--- config.mk ---
export PLATFORM = sky130hd
export DESIGN_NAME = pc_branch_unit
export DESIGN_NICKNAME = d
export VERILOG_FILES = /design/src/rtl/pc_branch_unit_pkg.sv /design/src/rtl/branch_cond_eval.sv /design/src/rtl/pc_branch_unit.sv
export SDC_FILE = /design/constraint.sdc
export NUM_CORES = 1
export LEC_CHECK = 0
export CORE_ASPECT_RATIO = 0.75
export CORE_MARGIN = 2
export CORE_UTILIZATION = 45
export DETAILED_ROUTE_END_ITERATION = 8
export GPL_TIMING_DRIVEN = 0
export PLACE_DENSITY = 0.77
export SLEW_MARGIN = 10
export SYNTH_ARGS = -nofsm -noshare
export SYNTH_HDL_FRONTEND = slang
export SYNTH_SLANG_ARGS = --single-unit
--- constraint.sdc ---
create_clock -name i_Clk -period 8.1 [get_ports i_Clk]
set_clock_uncertainty 0.15 [all_clocks]
set_input_delay 2.025 -clock i_Clk [delete_from_list [all_inputs] [get_ports i_Clk]]
set_output_delay 2.025 -clock i_Clk [all_outputs]
set_load 0.02 [all_outputs]
--- src/rtl/pc_branch_unit_pkg.sv ---
// Shared constants for the VeSPA PC / branch resolution stage:
// condition-code bit positions, branch condition encodings and flush counter width.
package pc_branch_unit_pkg;

  // Bit positions inside the {C,Z,N,V} condition-code bus
  localparam int CC_C = 3;
  localparam int CC_Z = 2;
  localparam int CC_N = 1;
  localparam int CC_V = 0;

  // Flush counter width; bounds FLUSH_CYCLES to 1..7
  localparam int FLUSH_CNT_W = 3;

  // Base condition selected by sel[2:0]; sel[3] inverts the base
  typedef enum logic [2:0] {
    BASE_TRUE = 3'b000,
    BASE_NC   = 3'b001,
    BASE_NV   = 3'b010,
    BASE_Z    = 3'b011,
    BASE_GE   = 3'b100,
    BASE_GT   = 3'b101,
    BASE_NN   = 3'b110,
    BASE_RSVD = 3'b111
  } cond_base_e;

  // Full 4-bit branch condition encodings
  typedef enum logic [3:0] {
    COND_BRA = 4'b0000,
    COND_BCC = 4'b0001,
    COND_BVC = 4'b0010,
    COND_BEQ = 4'b0011,
    COND_BGE = 4'b0100,
    COND_BGT = 4'b0101,
    COND_BPL = 4'b0110,
    COND_BNV = 4'b1000,
    COND_BCS = 4'b1001,
    COND_BVS = 4'b1010,
    COND_BNE = 4'b1011,
    COND_BLT = 4'b1100,
    COND_BLE = 4'b1101,
    COND_BMI = 4'b1110
  } cond_e;

endpackage

--- src/rtl/branch_cond_eval.sv ---
// Combinational evaluation of the VeSPA branch condition from the
// condition field and the ALU's registered condition codes.
module branch_cond_eval
  import pc_branch_unit_pkg::*;
(
  input  logic [3:0] i_CondSel,
  input  logic [3:0] i_CondCodes,
  output logic       o_CondTrue
);

  cond_base_e w_Base;
  logic       w_BaseTrue;
  logic       w_C;
  logic       w_Z;
  logic       w_N;
  logic       w_V;

  assign w_Base = cond_base_e'(i_CondSel[2:0]);
  assign w_C    = i_CondCodes[CC_C];
  assign w_Z    = i_CondCodes[CC_Z];
  assign w_N    = i_CondCodes[CC_N];
  assign w_V    = i_CondCodes[CC_V];

  // Select the un-inverted base condition
  always_comb begin
    w_BaseTrue = 1'b0;
    case (w_Base)
      BASE_TRUE: w_BaseTrue = 1'b1;
      BASE_NC:   w_BaseTrue = ~w_C;
      BASE_NV:   w_BaseTrue = ~w_V;
      BASE_Z:    w_BaseTrue = w_Z;
      BASE_GE:   w_BaseTrue = ~(w_N ^ w_V);
      BASE_GT:   w_BaseTrue = ~w_Z & ~(w_N ^ w_V);
      BASE_NN:   w_BaseTrue = ~w_N;
      default:   w_BaseTrue = 1'b0;
    endcase
  end

  // Reserved base is never taken, even with the invert bit set
  assign o_CondTrue = (w_Base == BASE_RSVD) ? 1'b0 : (w_BaseTrue ^ i_CondSel[3]);

endmodule

--- src/rtl/pc_branch_unit.sv ---
// Fetch PC register with branch/jump redirect and a post-redirect squash
// window. The flush counter is a down-counter; o_Flush mirrors its nonzero state.
module pc_branch_unit
  import pc_branch_unit_pkg::*;
#(
  parameter int                   BUS_WIDTH    = 32,
  parameter int                   OFFSET_WIDTH = 23,
  parameter logic [BUS_WIDTH-1:0] RESET_PC     = '0,
  parameter int                   PC_STEP      = 4,
  parameter int                   FLUSH_CYCLES = 2
) (
  input  logic                    i_Clk,
  input  logic                    i_Rst,
  input  logic                    i_Enable,
  input  logic [3:0]              i_CondCodes,
  input  logic                    i_BranchValid,
  input  logic [3:0]              i_CondSel,
  input  logic [BUS_WIDTH-1:0]    i_BranchPC,
  input  logic [OFFSET_WIDTH-1:0] i_BranchOffset,
  input  logic                    i_JumpValid,
  input  logic [BUS_WIDTH-1:0]    i_JumpTarget,
  output logic [BUS_WIDTH-1:0]    o_PC,
  output logic                    o_Taken,
  output logic                    o_Flush
);

  localparam logic [BUS_WIDTH-1:0]   STEP       = BUS_WIDTH'(PC_STEP);
  localparam logic [FLUSH_CNT_W-1:0] FLUSH_LOAD = FLUSH_CNT_W'(FLUSH_CYCLES);

  logic [BUS_WIDTH-1:0]   r_PC;
  logic                   r_Taken;
  logic                   r_Flush;
  logic [FLUSH_CNT_W-1:0] r_FlushCnt;

  logic                   w_CondTrue;
  logic [BUS_WIDTH-1:0]   w_OffsetExt;
  logic [BUS_WIDTH-1:0]   w_BranchTarget;
  logic                   w_Redirect;
  logic [BUS_WIDTH-1:0]   w_RedirectPC;

  branch_cond_eval u_cond (
    .i_CondSel   (i_CondSel),
    .i_CondCodes (i_CondCodes),
    .o_CondTrue  (w_CondTrue)
  );

  // Target arithmetic wraps modulo 2^BUS_WIDTH
  assign w_OffsetExt    = {{(BUS_WIDTH-OFFSET_WIDTH){i_BranchOffset[OFFSET_WIDTH-1]}}, i_BranchOffset};
  assign w_BranchTarget = i_BranchPC + STEP + w_OffsetExt;

  // Jump takes priority over a simultaneous taken branch
  assign w_Redirect   = i_JumpValid | (i_BranchValid & w_CondTrue);
  assign w_RedirectPC = i_JumpValid ? i_JumpTarget : w_BranchTarget;

  // PC, redirect pulse and squash-window down-counter
  always_ff @(posedge i_Clk) begin
    if (i_Rst) begin
      r_PC       <= RESET_PC;
      r_Taken    <= 1'b0;
      r_Flush    <= 1'b0;
      r_FlushCnt <= '0;
    end else if (i_Enable) begin
      r_Taken <= 1'b0;
      if (r_FlushCnt != '0) begin
        // Wrong-path instructions: ignore any branch/jump, keep fetching sequentially
        r_FlushCnt <= r_FlushCnt - 1'b1;
        r_Flush    <= (r_FlushCnt != FLUSH_CNT_W'(1));
        r_PC       <= r_PC + STEP;
      end else if (w_Redirect) begin
        r_PC       <= w_RedirectPC;
        r_Taken    <= 1'b1;
        r_FlushCnt <= FLUSH_LOAD;
        r_Flush    <= (FLUSH_LOAD != '0);
      end else begin
        r_PC    <= r_PC + STEP;
        r_Flush <= 1'b0;
      end
    end else begin
      // Frozen pipeline: the pulse still lasts only one cycle
      r_Taken <= 1'b0;
    end
  end

  assign o_PC    = r_PC;
  assign o_Taken = r_Taken;
  assign o_Flush = r_Flush;

endmodule

# [Word-level counts from Yosys, hierarchy flattened]
# Index checks and enable logic that the tools add are counted.
[word_totals] regBits=37 latchBits=0 ram_bits=0 mem_bits_ro=0 inputBits=100 output_inout_bits=34 wordCells=41 n_memories=0
[op_classes] add_sub_neg=4 mul=0 div=0 order_cmp=0 eq_ne=8 shift=0 mux=9 bitwise=11 reduce_logical=5
[ops] op="$mux W32" count=3
[ops] op="$add A32 B3 Y32 const B" count=2
[ops] op="$add A32 B32 Y32" count=1
[ops] op="$eq A3 B3 Y1 const B" count=4
[ops] op="$pmux W1 S7" count=1
[ops] op="$eq A3 B2 Y1 const B" count=2
[ops] op="$mux W3" count=2
[ops] op="$not A1 Y1" count=6
[ops] op="$eq A3 B1 Y1 const B" count=1
[ops] op="$logic_not A3 Y1" count=1
[ops] op="$mux W1" count=3
[ops] op="$ne A3 B1 Y1 const B" count=1
[ops] op="$reduce_bool A3 Y1" count=1
[ops] op="$reduce_or A3 Y1" count=1
[ops] op="$sub A3 B1 Y3 const B" count=1
[ops] op="$and A1 B1 Y1" count=2
[ops] op="$reduce_and A2 Y1" count=1
[ops] op="$reduce_bool A2 Y1" count=1
[ops] op="$xor A1 B1 Y1" count=2
[ops] op="$or A1 B1 Y1" count=1

# [Logic depth before layout (Yosys ltp)]
# Gate-level depths: netlist of the first run.
[logic_depth] depth_word=10 depth_mapped=12 ltp_nobuf=12

# [Modules after synthesis]
# A second synthesis of the first run with hierarchy kept.
[unflattened] hier_cells=641 hier_area_um2=4737.0
[modules_own_cells] mod="pc_branch_unit" n_inst=1 cells_each=626 area_per_inst_um2=4634.4 seq_area_each_um2=740.7
[modules_own_cells] mod="branch_cond_eval" n_inst=1 cells_each=15 area_per_inst_um2=102.6 seq_area_each_um2=0.0

# [Worst setup path before layout of the first run]
# OpenSTA, ideal clock, no wires.
[synth_path] path_kind="input to register" start="input i_BranchPC[2]" end="register r_PC[24] (netlist: o_PC[24])" setup_time_ns=0.076 t_arrival_ns=4.613 required_time_ns=7.874 path_slack_ns=3.261 cell_stages=12 path_buffers=0 cell_sequence="inv_1 -> ha_1 -> inv_1 -> ha_1 -> a211o_1 -> a2111oi_0 -> or4_1 -> and3b_1 -> o31a_1 -> o21ai_0 -> a2111o_1 -> o22ai_1"
[synth_via] elab_chain_len=5
[synth_lines] item="start: declaration" line_no="pc_branch_unit.sv:18" rtl="input logic [BUS_WIDTH-1:0] i_BranchPC,"
[synth_lines] item="$add A32 B3 Y32" line_no="pc_branch_unit.sv:49" rtl="assign w_BranchTarget = i_BranchPC + STEP + w_OffsetExt;"
[synth_lines] item="$add A32 B32 Y32" line_no="pc_branch_unit.sv:49"
[synth_lines] item="$mux W32" line_no="pc_branch_unit.sv:53" rtl="assign w_RedirectPC = i_JumpValid ? i_JumpTarget : w_BranchTarget;"
[synth_lines] item="$mux W32" line_no="pc_branch_unit.sv:69" rtl="end else if (w_Redirect) begin"
[synth_lines] item="$mux W32" line_no="pc_branch_unit.sv:64" rtl="if (r_FlushCnt != '0) begin"
[synth_lines] item="end signal: assignment" line_no="pc_branch_unit.sv:68" rtl="r_PC <= r_PC + STEP;"
[synth_lines] item="end signal: assignment" line_no="pc_branch_unit.sv:70" rtl="r_PC <= w_RedirectPC;"
[synth_lines] item="end signal: assignment" line_no="pc_branch_unit.sv:75" rtl="r_PC <= r_PC + STEP;"
[synth_lines] item="end: declaration" line_no="pc_branch_unit.sv:30" rtl="logic [BUS_WIDTH-1:0] r_PC;"
# Every way passes these cells.
# A chain may end at the register's enable or synchronous reset.

# [Worst setup path in the final report of the first run]
# Ends and elaborated chain as after synthesis.

==> reports/results.txt, run 1 <==
The flow ran to the end, and the final reports show no timing, DRC or antenna violations. TritonCTS built the clock tree. Number of cells on the worst hold path: 2.

The logs give 608 for the instance count of the mapped netlist and 0.0109 mm2 for the die area. For the final routed database, the setup TNS stands at 0 ps. The area growth from synthesis to layout is 36.5%. Each instance of the synthesized netlist takes up on average 7.48 um2. The library cells used most frequently in the layout, excluding fill and tap cells, are 132 x clkdlybuf4s50_1, 68 x nand2_1, 65 x ha_1. In the final layout, the share of cells above drive strength 1 is 3.34%.

The number of warnings reported in the yosys synthesis log came out at 0. Destination of the worst register-to-register timing path: o_PC[26]. Setup violations remaining at the end of the flow were counted as 0.

STA puts the critical path data required time at 8160 ps. The count of max-cap constraint violations was 0; the die extent in x was 120 um. After filler insertion, the fill cell instance count of the layout stands at 871. After detailed routing, the average wire length per cell comes to 18.5 um. The signal on the critical path passes through clkdlybuf4s50_1 -> inv_1 -> ha_1 -> inv_1 -> ha_1 -> a211o_1 -> a2111oi_0 -> or4_1 -> and3b_1 -> o31a_1 -> o21ai_0 -> a2111o_1 -> o22ai_1. For the pin with the worst max-slew slack, the measured transition is 1110 ps.

The number of antenna violations at the first check in global routing was 0; the vias after detailed routing was 5339. For the global placer's final weighted congestion, the log shows 0.942. Count of final hold-check violations: 0. Library cell contributing the largest single delay on the critical path: a2111oi_0. The tools report the top-level I/O count as 134. The logs give 0 for the final max-slew violation count and 0 for the post-CTS setup buffer count. For hold timing, the worst endpoint is o_Flush. Summed over all layers, the global routing overflow is 0. Hold is met by 311 ps. The maximum fanout encountered on the critical timing path is 3, and the arrival time reported for the critical path endpoint is 5540 ps. Setup repair after global routing left no endpoint under its margin. The cell at the root of the clock tree is clkbuf_16. The commonest register cell after synthesis is dfxtp_1. The die height came out at 91.1 um. Synthesis instantiated 68 different standard cells from the library. The tools report the beginning of the worst register-to-register path as r_FlushCnt[0]. For this run, the top clock speed supported by timing is 182 MHz. The slack of the worst reg-to-reg path is 4850 ps.

CTS saw 37 sinks. The cell depth of the worst flop-to-flop path works out to 9. The most common cell after layout, fill and taps aside was clkdlybuf4s50_1. The analysis attributes to cell leakage a power of 2.56 nW. The later pin in the worst-skew pair is clocked with a latency of 290 ps. The number of synthesized register bits works out to 37. The tools report the start point of the worst min-delay path as o_Flush. Once the clock tree was built, the resizer swapped 0 gates to a different size. In this run the power density over the cells is 156 mW/mm2.

After detailed routing, the total wire length is 16.3 mm. The average vias per placed instance works out to 6.07. The logs give 774 for the net count after synthesis and 109 uV for the highest ir drop seen on vdd. The clock period minus worst slack is 5480 ps. In this run, synthesis inferred 0 flip-flops with an integrated enable. The maximum buffer depth of the clock tree is 2.

The first TritonRoute pass finished after 7 iterations. Leaving out filler cells and counting taps, the final layout contains 880. The post-route antenna net violation count came out at 0. The tools report the maximum number of pins on one net before global-route repair as 14.

Path category of the worst min-delay check: register to register. Floorplan core area: 0.00974 mm2. The tools report the row count as 31.

After detailed routing, the number of remaining DRC violations is 0. The tools report the diode insertion count for antenna repair as 0. For this run, the share of the core covered by cells in the final layout is 63.7%.

The proportion of register bits with asynchronous set or reset after synthesis was 0%; the count of H-tree levels built during CTS was 2. In this run, placement finished with an instance count of 872. The critical path is of the primary input to register type.

STA classifies the critical path endpoint as a register. Cell class contributing the biggest share of worst-path delay: compound AO/OA/AOI/OAI gates. Across every metal layer, demand over resource in global routing totals 28.7%. The delay of the slowest cell on the worst path works out to 630 ps. Input and output buffers added on the ports amount to 132. After synthesis, flip-flops and latches occupy 16.3% of the total area. The starting density of the core came out at 46.7%. The design draws 0.000971 W. Wire length of the first global-routing pass: 25.3 mm. Once detailed placement completed, the half-perimeter wirelength came to 13.0 mm. Counting both buffers and inverters, the worst setup path holds a total of 3. For the number of DRC violations after detailed-routing iteration 0, the log shows 529. The tools report the critical path startpoint category as a primary input. The clock transition at the registers of the reported paths works out to 60 ps. In this run, CTS created clock tree buffers numbering 5. The number of global-route vias before repair was 5096; the worst slew margin relative to its limit was 25.2%. The count of hold-fix buffers inserted at cts was 0; the final critical-path share of the clock period was 67.7%. The synthesized netlist occupies a cell area of 0.00455 mm2.

The tools report the number of nets at the end of the flow as 913.
layer usage:
metal | global-route usage [%] | part of all wire [%]
met5 | 0 | 0
met4 | 7.65 | 2.1
met3 | 5.78 | 8.5
met2 | 45.3 | 43
met1 | 39.6 | 46
layout make-up:
class | count | area (um2) | area share [%]
multi-input combinational | 521 | 3610 | 58.2
timing repair buffer | 132 | 1320 | 21.3
sequential | 37 | 741 | 11.9
tap | 132 | 165 | 2.66
clock buffer | 5 | 125 | 2.02
buffer | 28 | 110 | 1.77
inverter | 22 | 82.6 | 1.33
clock inverter | 3 | 46.3 | 0.746
worst max-delay path by stage:
stage | from | end | slack, ps | cells after the start
2_1_floorplan | i_BranchPC[2] | o_PC[24] | 3260 | 12
3_3_place_gp | i_BranchPC[2] | o_PC[28] | 2300 | 13
3_5_place_dp | i_BranchPC[2] | o_PC[24] | 2380 | 13
4_1_cts | i_BranchPC[2] | o_PC[28] | 2630 | 13
5_1_grt | i_BranchPC[2] | o_PC[28] | 2290 | 13
6_report | i_BranchPC[2] | o_PC[24] | 2620 | 13
report_power, final:
part           switching, W  total (W)  internal (W)
registers         0.0000323   0.000239      0.000207
logic              0.000279   0.000501      0.000222
clock network     0.0000844   0.000230      0.000146
total              0.000396   0.000971      0.000575
Yosys cell counts (all sizes together), types with 6 or more instances:
library cell | count | area, um2
nand2 | 68 | 255
nand3 | 18 | 95.1
o22ai | 6 | 37.5
nor4 | 7 | 43.8
inv | 21 | 78.8
ha | 65 | 813
nor2b | 9 | 56.3
nor2 | 41 | 154
a21o | 22 | 165
xnor2 | 19 | 166
o31ai | 6 | 50.1
clkbuf | 25 | 93.8
mux2i | 9 | 90.1
o21ai | 40 | 200
a31oi | 9 | 56.3
a21oi | 51 | 255
a2111oi | 8 | 70.1
xor2 | 8 | 70.1
nand4 | 8 | 50.1
nor3 | 16 | 80.1
and3 | 11 | 68.8
dfxtp | 37 | 741
nand2b | 7 | 43.8
worst min-delay path, delay by kind of cell (launching register included):
kind             cells  cell delay, ps
AND/OR/NAND/NOR      1              60
AO/OA/AOI/OAI        1              50
flip-flops           1             310
through the flow:
stage / cell area [um2] / worst slack [ps]
3_5_place_dp: 6030 / 2380
3_3_place_gp: 6030 / 2300
4_1_cts: 6200 / 2630
5_1_grt: 6200 / 2290
6_report: 6200 / 2620
2_1_floorplan: 4550 / 3260
flip-flops by register name (all words and copies together) (netlist names):
register,cells
o_Flush,1
o_PC,32
r_FlushCnt,3
o_Taken,1
cells by family (layout without fill, tap and decap cells):
kind of cell | after synthesis | count (layout) | share of synthesized area (%)
AOI/OAI and AO/OA | 203 | 203 | 29.6
muxes | 12 | 12 | 2.72
buffers and inverters | 50 | 190 | 4.24
and+or+nand+nor | 213 | 213 | 23.6
DFF | 37 | 37 | 16.3
xor gates and xnor gates | 27 | 27 | 5.20
adders and majority gates | 66 | 66 | 18.3
Note: power is estimated with default switching activity, not from simulation.
==> run 2, diff against run 1 <==
- CORE_UTILIZATION: 45 -> 44
- PLACE_DENSITY: 0.77 -> 0.78
- clock period: 8.1 -> 4.73 ns (I/O delays scaled with it)
==> run 2 against run 1 <==
Net effect: cell count up 0.45%; largest cell class unchanged; core utilization down 2.7 points; largest power group unchanged; non-clock buffer count unchanged; worst setup slack worse by 2300 ps.
==> reports/results.txt, run 2 (same netlist as run 1, synthesis figures left out) <==
The areal power density over the cells works out to 262 mW/mm2 (+67%). The logs give 0.000665 W (+68%) for the net load switching power and 12.8 mm (-1.7%) for the half-perimeter wire length of the detailed placement result. The maximum fanout encountered on the critical timing path is 4 (+1). The run gives 310 ps (-2310 ps) as the setup slack after layout.

The logs give 0.0112 mm2 (+2.2%) for the die area and 884 (+0.45%) for the non-filler instance count after layout. The destination of the worst register-to-register timing path is o_PC[31]. The run gives 0.000960 W (+67%) as the internal power consumption. The tools report the global placer's final weighted congestion as 0.915 (-2.9%). The critical path startpoint category was a primary input. The detailed-router iteration count before antenna repair came out at 5 (-2).

The number of gates resized after CTS was 0 (unchanged); the post-layout total power was 0.00162 W (+67%). The aggregate global-route resource usage is 28.3% (-0.35 points), and the count of final hold-check violations is 0 (unchanged). The tools report the arrival time reported for the critical path endpoint as 4400 ps (-1140 ps). The vias after detailed routing is 5348 (+0.17%), and the clock transition at the registers of the reported paths is 60 ps (about the same).

The library cell used most frequently in the layout, excluding fill and tap cells, is clkdlybuf4s50_1. The final max-slew violation count was 0 (unchanged). The die extent in x is 121 um (+1.1%), and the post-CTS setup buffer count is 0 (unchanged). The count of max-cap constraint violations is 0 (unchanged), and the cell depth of the worst flop-to-flop path is 8 (-1). The wire length after detailed routing was 16.1 mm (-1.2%); the number of flip-flops under the largest register name was 32 (unchanged). The final critical-path share of the clock period was 93.4%; the number of antenna violations at the first check in global routing was 0 (unchanged). The tree is rooted in a clkbuf_16. For hold timing, the worst endpoint is o_Flush. The count of hold-fix buffers inserted at cts is 0 (unchanged).

The tools report the starting density of the core as 44.7% (-2.0 points). The maximum clock rate is 226 MHz. The run gives 32 (+3.2%) as the row count.

The logs give 134 (unchanged) for the top-level I/O count and 0 (unchanged) for the post-route DRC violation count. The detail-routed net length per standard cell came out at 18.2 um (-1.6%). Kind of capture point of the worst setup path: a register. Beginning of the worst register-to-register path: o_PC[14]. For the number of DRC violations after detailed-routing iteration 0, the log shows 447 (-16%). Number of nets at the end of the flow: 913 (unchanged).

The run gives 0 (unchanged) as the post-route antenna net violation count. The sequential cell area was 741 um2 (unchanged). Wire length of the first global-routing pass: 25.4 mm (+0.43%). For the slack of the worst reg-to-reg path, the log shows 1650 ps (-3200 ps). The worst path needs 4420 ps of the cycle, external delays included. The number of cells on the worst hold path is 2 (unchanged). Tracing the worst setup path back leads to its startpoint at i_BranchOffset[1]. The path category of the worst min-delay check was register to register. The average vias per placed instance was 6.05 (-0.28%); the floorplan core area was 0.0102 mm2 (+4.5%). The run gives 5140 (+0.86%) as the number of global-route vias before repair. The count of clock tree sinks is 37 (unchanged), and the number of filler instances in the final layout is 982 (+13%). The number of buffers inserted by port buffering was 132 (unchanged).

The start point of the worst min-delay path is o_Flush. The fraction of power consumed by sequential logic is 25.2% (+0.5 points), and the worst slack at placement is -165 ps (-2550 ps). The run gives 0.00363 mm2 (+0.35%) as the area used by multi-input combinational logic. The run gives 4710 ps (-3450 ps) as the required time at the worst-slack endpoint.

The setup-violating endpoint count in the final report came out at 0 (unchanged). For the worst slew margin relative to its limit, the log shows 44.8% (+20 points). The flow ran to the end, and the final reports show no timing, DRC or antenna violations.

Global-route congestion overflow total: 0 (unchanged). The clock buffer count from CTS was 5 (unchanged); the synthesis-to-finish area growth was 36.5% (about the same). The transition time of the tightest slew-check pin was 822 ps (-289 ps); the switching fraction of total power was 40.9% (+0.12 points).

The clock network fraction of design power is 22.0% (-1.7 points), and the later-pin clock latency in the skew report is 280 ps (about the same). The top cell types in the final layout, fill and taps aside, are 132 x clkdlybuf4s50_1, 68 x nand2_1, 65 x ha_1. For the standby leakage power, the log shows 2.56 nW (+0.12%). TritonCTS built the clock tree. The final core area utilization is 61.0% (-2.7 points), and the highest ir drop seen on vdd is 139 uV (+28%). The layout cell share with drive strength beyond 1 came out at 3.61% (+0.27 points).

The count of H-tree levels built during CTS is 2 (unchanged), and the fraction of power consumed by combinational cells is 52.8% (+1.2 points). For the maximum buffer depth of the clock tree, the log shows 2 (unchanged). The logs give 12 (-2) for the maximum number of pins on one net before global-route repair and 876 (+0.46%) for the placed cell count. The tools report the diode insertion count for antenna repair as 0 (unchanged).

Setup repair after global routing left no endpoint under its margin. The worst setup path is of the primary input to register kind. The die height came out at 92.0 um (+1.1%).
[run 2: worst max path at each step]
stage	end	slack, ps
2_1_floorplan	o_PC[24]	730
3_3_place_gp	o_PC[28]	-170
3_5_place_dp	o_PC[24]	-160
4_1_cts	o_PC[28]	80
5_1_grt	o_PC[31]	70
6_report	o_PC[31]	310
[run 2: power groups by stage]
stage,Sequential [W],Combinational [W],Clock (W)
after CTS,0.000407,0.000843,0.000359
after detailed placement,0.000413,0.000836,0
after floorplan,0.000446,0.000476,0
final,0.000409,0.000858,0.000358
after global routing,0.000415,0.000935,0.000374
after global placement,0.000412,0.000830,0
[run 2: cell type report]
| type | instances | area share, % |
|---|---|---|
| multi-input cells | 521 | 58.4 |
| repair buffers | 132 | 21.3 |
| flip-flops and latches | 37 | 11.9 |
| well taps | 136 | 2.74 |
| clock buffers | 7 | 2.46 |
| plain buffers | 28 | 1.77 |
| inverters | 22 | 1.33 |
| clock inverters | 1 | 0.0806 |
[run 2: critical path: stages]
cell	delay, ps
clkdlybuf4s50_1	410
ha_1	280
ha_1	200
inv_1	70
fa_1	380
nor2b_1	200
o2111ai_1	160
a21boi_1	280
o21a_1	260
o21ai_0	180
o41ai_1	500
xnor2_1	200
o22ai_1	110
[run 2: metal layers]
metal / GRT usage, % / wire length (um)
met1: 40.6 / 7650
met2: 44.6 / 6870
met3: 4.54 / 1250
met4: 6.13 / 302
met5: 0 / 0
[run 2: per-stage QoR]
stage	setup TNS, ps	area (um2)	hold slack [ps]
after floorplan	0	4550	308
after global placement	-498	6040	302
after detailed placement	-552	6040	311
after CTS	0	6200	318
after global routing	0	6210	363
final	0	6210	315
==> run 3, diff against run 2 <==
- CORE_UTILIZATION: 44 -> 45
- DONT_BUFFER_PORTS: not set -> 1
- PLACE_DENSITY: 0.78 -> not set
==> run 3 against run 2 <==
Net effect: global-route usage down 2.3 points; total power down 7.8%; fmax up 5.2%; critical path depth down 1; critical path type unchanged; largest cell class unchanged.
==> reports/results.txt, run 3 (same netlist as run 1, synthesis figures left out) <==
The global placer's final weighted congestion was 0.912 (-0.40%). The worst setup path is launched from a primary input. The starting density of the core was 46.7% (+2.0 points); the final non-filler cell area was 0.00488 mm2 (-21%). The run gives 0 (unchanged) as the count of final hold-check violations.

The final core area utilization is 50.2% (-11 points), and the fraction of power consumed by combinational cells is 42.4% (-10 points). The run gives 39.9% (-4.7 points) as the routing usage on met2. The number of gates resized after CTS was 0 (unchanged).

The run finished with clean final reports. For the slack of the worst reg-to-reg path, the log shows 1470 ps (-180 ps). The final critical-path share of the clock period was 88.9% (-4.6 points).

The setup path with the least slack is of type primary input to register. The standby leakage power came out at 2.06 nW (-20%). The logs give 0.0109 mm2 (-2.1%) for the die area and 0 (unchanged) for the number of antenna violations at the first check in global routing.

Switching fraction of total power: 42.1% (+1.1 points). Final max-slew violation count: 0 (unchanged). The tools report the terminating pin of the worst hold path as r_FlushCnt[2]. The number of cells on the worst hold path works out to 2 (unchanged). For the required time at the worst-slack endpoint, the log shows 4770 ps (+60 ps). Among all stages on the critical path, the largest delay is contributed by a2111oi_0. The diode insertion count for antenna repair was 0 (unchanged).

The aggregate global-route resource usage came out at 26.0% (-2.3 points). The number of flip-flops under the largest register name is 32 (unchanged), and the number of filler instances in the final layout is 995 (+1.3%). The maximum number of pins on one net before global-route repair is 12 (unchanged). For the sequential cell area, the log shows 741 um2 (unchanged). The logs give 781 (-14%) for the number of nets at the end of the flow and 2 (unchanged) for the count of H-tree levels built during CTS.

Post-route setup TNS: 0 ps (unchanged). The clock buffer count from CTS came out at 5 (unchanged). The tightest min-delay check is of the register to register type. The run gives 22.7 mm (-11%) as the wire length of the first global-routing pass. The worst slew margin relative to its limit came out at 24.0% (-21 points). The clock network fraction of design power came out at 26.8% (+4.8 points). For the detailed-router iteration count before antenna repair, the log shows 4 (-1).

Setup repair after global routing left no endpoint under its margin. The post-route antenna net violation count came out at 0 (unchanged). Areal power density over the cells: 307 mW/mm2 (+17%).

Startpoint of the worst setup timing path: i_BranchOffset[2]. The startpoint identified for the worst hold timing path is r_FlushCnt[2]. The die extent in x came out at 120 um (-1.1%).

TritonCTS built the clock tree. The logs give 0.000630 W (-5.2%) for the net load switching power and 11.7 mm (-8.5%) for the half-perimeter wire length of the detailed placement result. The tools report the cell at the root of the clock tree as clkbuf_16.

The cell area after placement is 0.00471 mm2 (-22%). The met1 track utilization from global routing is 36.6% (-4.0 points), and the count of clock tree sinks is 37 (unchanged). The maximum buffer depth of the clock tree was 2 (unchanged); the number of buffers inserted by port buffering was 0 (-100%). The cell depth of the worst flop-to-flop path works out to 9 (+1). The average vias per placed instance came out at 6.36 (+5.2%). In the layout the commonest cells are 68 x nand2_1, 65 x ha_1, 51 x a21oi_1.

The startpoint identified for the worst register-to-register timing path is r_FlushCnt[0]. For the internal power consumption, the log shows 0.000868 W (-9.6%). The clock transition at the registers of the reported paths is 60 ps (about the same), and the fraction of power consumed by sequential logic is 30.8% (+5.6 points). The global-route congestion overflow total is 0 (unchanged). The count of hold-fix buffers inserted at cts was 0 (unchanged). The post-CTS setup buffer count is 0 (unchanged), and the setup-violating endpoint count in the final report is 0 (unchanged).

The run gives 134 (unchanged) as the top-level I/O count. The most common cell after layout, fill and taps aside was nand2_1. Layout cell share with drive strength beyond 1: 3.90% (+0.29 points). The synthesis-to-finish area growth works out to 7.43%.

Walking the worst path, the cells encountered are inv_1 -> ha_1 -> inv_1 -> ha_1 -> a211o_1 -> a2111oi_0 -> or4_1 -> a2111oi_0 -> o211ai_1 -> mux2i_1 -> nor4_1 -> nor4_1. The post-layout total power was 0.00150 W (-7.8%); the transition time of the tightest slew-check pin was 1130 ps (+309 ps). The logs give 4240 ps (-160 ps) for the arrival time reported for the critical path endpoint and 0.00974 mm2 (-4.3%) for the floorplan core area. The most used routing layer in global routing is met2. Delay of the slowest cell on the worst path: 640 ps (+140 ps).

The maximum fanout encountered on the critical timing path works out to 3 (-1). The clock period minus worst slack was 4200 ps (-217 ps); the number of DRC violations after detailed-routing iteration 0 was 341 (-24%). The die height was 91.1 um (-1.1%); the global-route track usage on met3 was 7.35% (+2.8 points).

STA classifies the critical path endpoint as a register. The detail-routed net length per standard cell is 19.6 um (+7.8%). The logs give 4761 (-11%) for the vias after detailed routing and 31 (-3.1%) for the row count.

Destination of the worst register-to-register timing path: o_PC[2]. For the count of max-cap constraint violations, the log shows 0 (unchanged). The logs give 290 ps (about the same) for the later-pin clock latency in the skew report and 353 ps (+38.9 ps) for the smallest hold slack. The tools report the wire length after detailed routing as 14.7 mm (-8.8%). The area used by multi-input combinational logic is 0.00361 mm2 (-0.35%), and the post-route DRC violation count is 0 (unchanged). The number of global-route vias before repair came out at 4384 (-15%).

The maximum clock rate is 238 MHz (+5.2%). Highest ir drop seen on vdd: 142 uV (+2.0%).
-- run 3: cell types whose count changed in the layout (fill, tap and decap cells not counted) --
cell,delta
a21boi_0,+1
clkbuf_1,+1
a2111oi_1,-1
clkdlybuf4s50_1,-132
o31ai_2,-1
o31ai_1,+1
clkbuf_8,-1
bufinv_16,+1
a2111oi_0,+2
a2111oi_2,-1
clkinv_2,-1
a21boi_1,-1
-- run 3: per-layer routing --
metal | part of all wire, % | up-vias
li1 | - | 2306
met1 | 46 | 2228
met2 | 43 | 211
met3 | 9.8 | 16
met4 | 1.1 | 0
met5 | 0 | -
-- run 3: final cells by class --
type / count / area share, %
clock inverter: 1 / 0.615
tap: 132 / 3.38
buffer: 28 / 2.25
multi-input combinational: 521 / 74.0
clock buffer: 7 / 2.92
sequential: 37 / 15.2
inverter: 22 / 1.69
-- run 3: worst max path at each step --
| stage | slack, ps | to | cells after the start |
|---|---|---|---|
| floorplan | 730 | o_PC[24] | 12 |
| global placement | 280 | o_PC[28] | 12 |
| detailed placement | 310 | o_PC[24] | 12 |
| CTS | 570 | o_PC[30] | 12 |
| global route | 230 | o_PC[30] | 12 |
| finish | 530 | o_PC[30] | 12 |
-- run 3: power groups by stage --
stage | Sequential (W) | Clock (W) | Combinational [W]
after floorplan | 0.000446 | 0 | 0.000476
after global placement | 0.000466 | 0 | 0.000617
after detailed placement | 0.000467 | 0 | 0.000622
after CTS | 0.000460 | 0.000406 | 0.000628
after global routing | 0.000470 | 0.000420 | 0.000703
final | 0.000462 | 0.000401 | 0.000635
-- run 3: worst max-delay path: cells and delay by family --
kind / cells / cell delay [ps]
simple gates: 3 / 620
fa+ha+maj: 2 / 610
buf+inv: 2 / 80
mux: 1 / 250
compound gates: 4 / 1490
-- run 3: per-stage QoR --
step | worst slack (ps) | cells
after floorplan | 734 | 608
after global placement | 282 | 740
after detailed placement | 313 | 740
after CTS | 570 | 748
after global routing | 226 | 748
final | 527 | 748
